===== src/rtl/score_counter.sv =====
// Two-player BCD score counter with goal edge detection and a PLAY/OVER FSM.
// Define SCORE_WIN_LIMIT_EN to stop the game when a score reaches WIN_SCORE; otherwise scores wrap 99 -> 00.
module score_counter #(
  parameter int unsigned WIN_SCORE = 11
) (
  input  logic       clk,
  input  logic       reset,
  input  logic       goal1,
  input  logic       goal2,
  input  logic       clear,
  output logic [3:0] score1units,
  output logic [3:0] score1tens,
  output logic [3:0] score2units,
  output logic [3:0] score2tens,
  output logic       game_over,
  output logic [1:0] winner
);

  typedef enum logic {PLAY, OVER} state_t;

  state_t     state;
  logic       goal1_q;
  logic       goal2_q;
  logic       rise1;
  logic       rise2;
  logic [7:0] next1;
  logic [7:0] next2;

  // Packed {tens, units} BCD increment; units 9 carries into tens, 99 wraps to 00.
  function automatic logic [7:0] bcd_inc(input logic [3:0] tens, input logic [3:0] units);
    logic [3:0] t;
    logic [3:0] u;
    if (units == 4'd9) begin
      u = 4'd0;
      t = (tens == 4'd9) ? 4'd0 : tens + 4'd1;
    end else begin
      u = units + 4'd1;
      t = tens;
    end
    return {t, u};
  endfunction

  always_comb begin
    rise1 = goal1 & ~goal1_q;
    rise2 = goal2 & ~goal2_q;
    next1 = bcd_inc(score1tens, score1units);
    next2 = bcd_inc(score2tens, score2units);
  end

`ifdef SCORE_WIN_LIMIT_EN
  localparam logic [7:0] WIN_BCD = {4'(WIN_SCORE / 10), 4'(WIN_SCORE % 10)};
  logic hit1;
  logic hit2;
  // A player wins on the edge that takes his score to WIN_SCORE.
  assign hit1 = rise1 && (next1 == WIN_BCD);
  assign hit2 = rise2 && (next2 == WIN_BCD);
`endif

  // NOTE: sequential state uses non-blocking assignments so every register samples pre-edge values.
  always_ff @(posedge clk or posedge reset) begin
    if (reset) begin
      state       <= PLAY;
      goal1_q     <= 1'b0;
      goal2_q     <= 1'b0;
      score1units <= 4'd0;
      score1tens  <= 4'd0;
      score2units <= 4'd0;
      score2tens  <= 4'd0;
      game_over   <= 1'b0;
      winner      <= 2'b00;
    end else begin
      // History tracks the inputs even on clear, so a held goal is not re-counted afterwards.
      goal1_q <= goal1;
      goal2_q <= goal2;
      if (clear) begin
        state       <= PLAY;
        score1units <= 4'd0;
        score1tens  <= 4'd0;
        score2units <= 4'd0;
        score2tens  <= 4'd0;
        game_over   <= 1'b0;
        winner      <= 2'b00;
      end else begin
        case (state)
          PLAY: begin
            if (rise1) {score1tens, score1units} <= next1;
            if (rise2) {score2tens, score2units} <= next2;
`ifdef SCORE_WIN_LIMIT_EN
            if (hit1 || hit2) begin
              state     <= OVER;
              game_over <= 1'b1;
              winner    <= {hit2, hit1};
            end
`endif
          end
          default: begin
            // OVER: scores and winner are frozen until clear or reset.
          end
        endcase
      end
    end
  end

endmodule


===== config.mk =====
export PLATFORM = sky130hd
export DESIGN_NAME = score_counter
export DESIGN_NICKNAME = d
export VERILOG_FILES = /design/src/rtl/score_counter.sv
export SDC_FILE = /design/constraint.sdc
export NUM_CORES = 1
export LEC_CHECK = 0
export CORE_MARGIN = 2
export CORE_UTILIZATION = 52
export CTS_CLUSTER_SIZE = 16
export DETAILED_ROUTE_END_ITERATION = 7
export PLACE_DENSITY = 0.83
export SYNTH_ARGS = -nofsm -noshare
export SYNTH_HDL_FRONTEND = slang
export SYNTH_SLANG_ARGS = --single-unit

===== constraint.sdc =====
create_clock -name clk -period 3.1 [get_ports clk]
set_input_delay 0.775 -clock clk [delete_from_list [all_inputs] [get_ports clk]]
set_output_delay 0.775 -clock clk [all_outputs]
set_load 0.005 [all_outputs]

# Word level (Yosys, flattened, before mapping)
# Cells that the tools add are included.
[op_classes]
add_sub_neg = 4
n_eq_ne = 4
muxes = 14
bitwise = 4
n_reduce_logical = 6
[op_table]
columns = ["op", "n"]
rows = [
  ["4-bit two-way mux", 14],
  ["4-bit by 1-bit adder with 4-bit output, second input constant", 4],
  ["4-bit == test, second input constant", 4],
  ["2-bit nonzero test", 4],
  ["2-bit AND reduction", 2],
  ["1-bit bitwise AND", 2],
  ["1-bit inverter", 2],
]
[word_totals]
reg_bits = 18
in_bits = 5

# Longest topological paths before layout
# Gate-level depths: netlist of the first run.
[logic_depth]
ltp_word = 5
depth_mapped = 6
mapped_depth_nobuf = 6

# Worst setup path after synthesis of the first run
# Ideal clock, no wire load.
[synth_timing]
path_type = "input-to-reg"
startpoint = "in goal2"
endpoint = "reg score2units[3]"
arrival_time_ps = 1623
required_time_ps = 3036
slack_ps = 1412
path_stages = 4
n_path_buf = 0
path_cell_list = "and2b_1 -> or3b_4 -> nor3_1 -> a211o_1"
[synth_via]
elab_chain_cells = 2
[synth_rtl]
columns = ["item", "line", "rtl"]
rows = [
  ["start, declared", "9", "input logic goal2,"],
  ["1-bit bitwise AND", "45", "rise2 = goal2 & ~goal2_q;"],
  ["2-bit nonzero test (no line)", "--", ""],
  ["end signal, assigned", "87", "if (rise2) {score2tens, score2units} <= next2;"],
  ["end, declared", "13", "output logic [3:0] score2units,"],
]
# Every way passes these cells.
# A chain may end at the register's enable or synchronous reset.

# Worst setup path in the final report of the first run
[layout_timing]
startpoint = "in clear"
endpoint = "reg score2units[3]"
[layout_via]
elab_chain_cells = 1
word_cells_on_any_way = 2
classes_between = "1 x mux; 1 x reduce/logical"
[layout_rtl]
columns = ["item", "line", "rtl"]
rows = [
  ["start, declared", "10", "input logic clear,"],
  ["4-bit two-way mux / 2-bit nonzero test (equally long branches)", "--", ""],
]
# Parallel ways exist; a longest one is shown, timed or not.

==> summary.txt, run 1 <==
Synthesis
  • Synth area leaders: dfrtp_1 45%, ha_1 10%, nor2_1 4.1%
  • Number of flops mapped to enable cells by yosys: 0
  • Post-synthesis cell type count: 29
  • Top FF cell, synth: dfrtp_1
  • Syn_area_per_cell: 9.53 µm²
  • Largest area contributor in the netlist: dfrtp_1
  • Flop and latch count out of synthesis: 18
  • Synth top area share: 45.0%
  • Register area share after synthesis: between 40% and 50%
  • Yosys warning count: 0
  • Mapped Cells: approximately 110
  • FFs w/ async S/R, synth: 100%
  • Most common cell in the netlist: dfrtp_1
  • Commonest cells post-synth: 18 x dfrtp_1, 11 x nor2_1, 8 x ha_1, 8 x nand2_1, 7 x inv_1
  • Mapped Area: about 1000 µm²

STA
  • RSZ-0062 raised after global routing: false
  • Relative slew slack: a little under three fifths
  • Slew @ Worst Pin: about 0.66 ns
  • Slew Viols, Final: 0
  • Fin Hold WS: 0.583 ns
  • Final hold violations: 0
  • Clock Skew: around 0.006 ns
  • Final setup violation count: 0
  • Final min period: roughly 2.1 ns
  • Fin crit share: between 60% and 70%
  • Fmax achieved: between 400 and 500 MHz
  • Final setup TNS: 0 ns

Route
  • Vias per cell: ~5.4
  • Total Wirelength: 1.84 mm
  • WL/cell: approximately 12 µm
  • DRT iter0 DRCs: 10
  • First drt pass iteration count: 4
  • Antenna Violating Nets Remaining: 0
  • Total vias in the final route: 809
  • DRC viols: 0

GRT
  • Vias in the first global route: roughly 720
  • Largest net degree at the start of global routing: 19
  • First-pass GRT wire length: about 3.2 mm
  • Most Crowded Layer GR: met2
  • Initial antenna violation count: 0
  • Met2 Use GR: 34.7%
  • GR met3 Demand/Resource: 6.04%
  • Met1 usage: between 20% and 30%
  • Congestion Overflow GR: 0
  • Total GRT Usage: roughly 20%

Layout
  • Finished Layout Cells: 150
  • Post-route cell area: 1230 µm²
  • Layout area overhead: 23.2%
  • # diodes: 0
  • Fin nets: 140
  • Final Util: 69.9%
  • Layout cells sized above 1: around 4%

Die
  • Initial Util: about 57%
  • Io pins: 24
  • Horiz. Die Dim: ~48 µm
  • Row count: 15
  • Die area: approximately 2300 µm²
  • Core footprint: between 1500 and 2000 µm²
  • Die Height: around 48 µm

Critical path
  • Family with the most delay on the worst path: simple AND/OR/NAND/NOR gates
  • Reg2Reg Depth: 5
  • Worst Setup Start Kind: primary input
  • Worst path slowest cell: clkdlybuf4s50_1
  • Crit-path cells: clkdlybuf4s50_1, or3b_4, nor3_1, a211o_1
  • CP Capture Type: register
  • CP peak stage delay: 0.71 ns
  • Critical path required time: around 3.3 ns
  • R2r endpoint: score2units[3]
  • Reg2reg start: score2units[0]
  • Worst-path maximum fanout: 18
  • Setup CP Type: primary input to register
  • Bufs and invs on worst path: 1
  • Reg2Reg Setup Slack: ~1.5 ns
  • Worst Path Arrival: between 2 and 2.5 ns
  • Worst path depth: 4

Place
  • DP Area: 1210 µm²
  • Final Wtd Congestion: ~0.76
  • Cells after DPL: approximately 150
  • PortBufs: 20
  • Dpl hpwl: approximately 1.4 mm

Clock network
  • Post-CTS sizing: 0
  • Clock Latency Late Sink: just under 0.3 ns
  • Clk root buf: clkbuf_4
  • Clk slew on worst S/H paths: roughly 0.1 ns
  • TritonCTS Sinks: 18
  • Clk buf depth: 2
  • Hold_buf cts: 0
  • H-tree levels: 1
  • Number of clock buffers inserted by TritonCTS: 3
  • CTS tree: done
  • Post-CTS Setup Bufs: 0

Hold path
  • WHS Path Cells: 2
  • HP Start: score2units[1]
  • Worst Hold Class: register to register
  • Worst Hold Path EP: score2units[1]

Run
  • Max Cap Viol: 0

Power
  • Total power divided by cell area: 320 nW/µm²
  • Max VDD drop: 0.345 mV
  • Leakage power: between 0.5 and 0.6 nW

Outcome
  • Run status: finished, final reports clean
==> cells in the final DEF (no fill, tap or decap) <==
master	netlist	final
ha_1	8	8
mux2i_1	3	3
nor2_1	11	11
clkdlybuf4s50_1	0	20
a211o_1	1	1
or3b_4	1	1
or3_1	4	4
nor2b_1	2	2
a21oi_1	5	5
dfrtp_1	18	18
nand2_1	8	8
a21boi_0	1	1
clkbuf_4	0	3
nor3_1	2	2
and2b_1	1	1
xnor2_1	2	2
a32o_1	1	1
o21bai_1	1	1
a211oi_1	1	1
xor2_1	2	2
and2_1	1	1
o21ai_1	1	1
inv_1	7	7
buf_4	3	1
o21ai_0	6	6
a22o_1	1	1
conb_1	1	3
nand3_1	6	6
and3b_1	4	4
==> through the flow <==
| stage | power [mW] | worst slack (ns) |
|---|---|---|
| floorplan | 0.271 | 1.41 |
| global placement | 0.284 | 0.713 |
| detailed placement | 0.286 | 0.696 |
| CTS | 0.401 | 1.01 |
| global route | 0.413 | 0.882 |
| finish | 0.395 | 0.996 |
==> flip-flops by register name, summed over array words and instances, names as in the netlist <==
name         count
goal2_q          1
goal1_q          1
score1tens       4
score2tens       4
score1units      4
score2units      4
==> final cells by class <==
cell class,count,area (µm²)
fillers,143,531
multi-input cells,76,495
flip-flops and latches,18,450
repair buffers,21,208
well taps,25,31.3
inverters,7,26.3
clock buffers,3,22.5
==> layer usage <==
metal | vias to the layer above | share of wire [%]
met5 | - | 0
met4 | 0 | 0.65
met3 | 2 | 3.8
met2 | 20 | 50
met1 | 395 | 45
li1 | 392 | -
==> worst max-delay path by stage <==
stage | from | end | slack [ns]
floorplan | goal2 | score2units[3] | 1.41
global placement | clear | score2units[3] | 0.71
detailed placement | clear | score2units[3] | 0.70
CTS | clear | score2units[3] | 1.01
global route | clear | score2units[3] | 0.88
finish | clear | score2units[3] | 1.0
==> logic make-up (layout without fill, tap and decap cells) <==
kind of cell             after synthesis  after routing  synth area share [%]
AND/OR/NAND/NOR                       40             40                  20.9
AO/OA/AOI/OAI                         18             18                  11.0
flip-flops                            18             18                  45.0
buffers and inverters                 13             31                  6.25
adder cells (fa/ha/maj)                8              8                  10.0
XOR/XNOR                               4              4                  3.50
multiplexers                           3              3                  3.00
other                                  1              3                 0.375
==> worst register-to-register path: cells and delay by family (launching register included) <==
family          cells  cell delay [ns]
simple gates        3             0.79
flops               1             0.46
fa+ha+maj           1             0.22
compound gates      1             0.12
==> power breakdown <==
part	switching [mW]	internal [mW]
combinational	0.0194	0.0172
sequential	0.00522	0.239
clock	0.0691	0.0452
total	0.0937	0.302
Power figures use the tool's default switching activity.
==> inputs of run 2 (changes only) <==
--- a/config.mk
+++ b/config.mk
@@ -6,10 +6,10 @@
 export NUM_CORES = 1
 export LEC_CHECK = 0
 export CORE_MARGIN = 2
-export CORE_UTILIZATION = 52
+export CORE_UTILIZATION = 48
 export CTS_CLUSTER_SIZE = 16
 export DETAILED_ROUTE_END_ITERATION = 7
-export PLACE_DENSITY = 0.83
+export PLACE_DENSITY = 0.78
 export SYNTH_ARGS = -nofsm -noshare
 export SYNTH_HDL_FRONTEND = slang
 export SYNTH_SLANG_ARGS = --single-unit
==> constraint.sdc (replaced) <==
create_clock -name clk -period 2 [get_ports clk]
set_input_delay 0.5 -clock clk [delete_from_list [all_inputs] [get_ports clk]]
set_output_delay 0.5 -clock clk [all_outputs]
set_load 0.005 [all_outputs]
==> run 2 against run 1 <==
Against the previous run:
- sequential share of layout area shrank 1.5 points
- wire length rose by 1.8%
- count of clock-buffer cells in the layout grew 1
- largest power group unchanged
- die area rose by 7.6%
- total power is 69% higher
- largest cell class unchanged
- combinational power is 68% higher
- setup slack worse by 0.80 ns
- critical endpoint is now score1tens[1]
- highest routed layer unchanged
==> summary.txt, run 2 (synthesized netlist as in run 1, its figures left out) <==
Critical path
  • Crit-path cells: clkdlybuf4s50_1
  • Worst Path Arrival: about 1.3 ns
  • Reg2Reg Setup Slack: about 0.37 ns
  • Family with the most delay on the worst path: buffers and inverters
  • Bufs and invs on worst path: 1
  • Reg2reg start: score2units[0]
  • Crit path to: score1tens[1]
  • Worst Setup Start Kind: register
  • Crit path launch: score1tens[1]
  • Setup CP Type: register to output port
  • CP Capture Type: output port
  • Worst-path maximum fanout: 5
  • CP peak stage delay: about 0.56 ns
  • Critical path required time: about 1.5 ns
  • Worst path slowest cell: clkdlybuf4s50_1
  • Reg2Reg Depth: 5
  • R2r endpoint: score2units[3]
  • Worst path depth: 1

Place
  • PortBufs: 20
  • Final Wtd Congestion: about 0.76
  • Dpl hpwl: around 1.5 mm
  • Cells after DPL: roughly 150
  • Worst slack at placement: 0.0773 ns
  • DP Area: 1250 µm²

Layout
  • Fin nets: 145
  • Commonest cells after routing, fill and taps aside: 20 x clkdlybuf4s50_1, 18 x dfrtp_1, 11 x nor2_1, 8 x nand2_1, 8 x ha_1
  • Commonest non-fill, non-tap cell in the layout: clkdlybuf4s50_1
  • Post-route cell area: around 1300 µm²
  • Layout area overhead: 28.6%
  • Final Util: around two thirds
  • # diodes: 0
  • Layout cells sized above 1: under 10%
  • Finished Layout Cells: around 160

Die
  • Horiz. Die Dim: a little under 50 µm
  • Die area: around 2500 µm²
  • Core footprint: 1960 µm²
  • Die Height: about 50 µm
  • Initial Util: between 50% and 60%
  • Io pins: 24
  • Row count: 16

Route
  • WL/cell: around 12 µm
  • Vias per cell: 5.09
  • First drt pass iteration count: 4
  • Total vias in the final route: 805
  • DRC viols: 0
  • Antenna Violating Nets Remaining: 0
  • Total Wirelength: roughly 1.9 mm
  • DRT iter0 DRCs: 7

Clock network
  • Clk slew on worst S/H paths: 0.10 ns
  • CTS tree: done
  • Post-CTS Setup Bufs: 0
  • Post-CTS sizing: 0
  • Number of clock buffers inserted by TritonCTS: 3
  • H-tree levels: 1
  • Clk root buf: clkbuf_4
  • Clock Latency Late Sink: roughly 0.3 ns
  • TritonCTS Sinks: 18
  • Clk buf depth: 2
  • Hold_buf cts: 0

Power
  • Overall Power: 669 µW
  • Max VDD drop: roughly 0.37 mV
  • Leakage power: ~0.6 nW
  • Total power divided by cell area: 519 nW/µm²

STA
  • Fmax achieved: between 500 and 600 MHz
  • Final setup violation count: 0
  • Final setup TNS: 0 ns
  • Final hold violations: 0
  • Clock Skew: approximately 0.0023 ns
  • Final min period: around 1.8 ns
  • Fin crit share: between 90% and 100%
  • Slack of the critical path: 0.196 ns
  • RSZ-0062 raised after global routing: false
  • Slew Viols, Final: 0
  • Fin Hold WS: 0.495 ns

GRT
  • Congestion Overflow GR: 0
  • Initial antenna violation count: 0
  • Largest net degree at the start of global routing: 19
  • Total GRT Usage: about 17%
  • First-pass GRT wire length: around 3.3 mm
  • Vias in the first global route: between 700 and 800

Hold path
  • Worst Hold Class: primary input to asynchronous set/reset pin

Run
  • Max Cap Viol: 0

Outcome
  • Run status: finished, final reports clean
## run 2: final cells by class
type                       count  area (µm²)
sequential                    18         450
multi-input combinational     76         495
inverter                       7        26.3
tap                           27        33.8
timing repair buffer          26         245
fill                         160         674
clock buffer                   4        36.3
## run 2: report_power, final
group          switching, mW  internal, mW
Sequential           0.00787         0.371
Combinational         0.0300        0.0315
Clock                  0.117         0.111
## run 2: worst min-delay path by stage
stage	end	slack, ns	cells past startpoint
floorplan	goal1_q	0.44	1
global placement	score2units[0]	0.55	1
detailed placement	score2units[0]	0.55	1
CTS	score2tens[3]	0.50	3
global route	score2tens[3]	0.53	3
finish	score2tens[3]	0.50	3
## run 2: routing by layer
metal	track usage [%]	routed length, µm	vias up
li1	-	-	400
met5	0	0	-
met2	27.6	889	22
met3	2.73	68	4
met1	22.5	875	379
met4	8.33	41	0
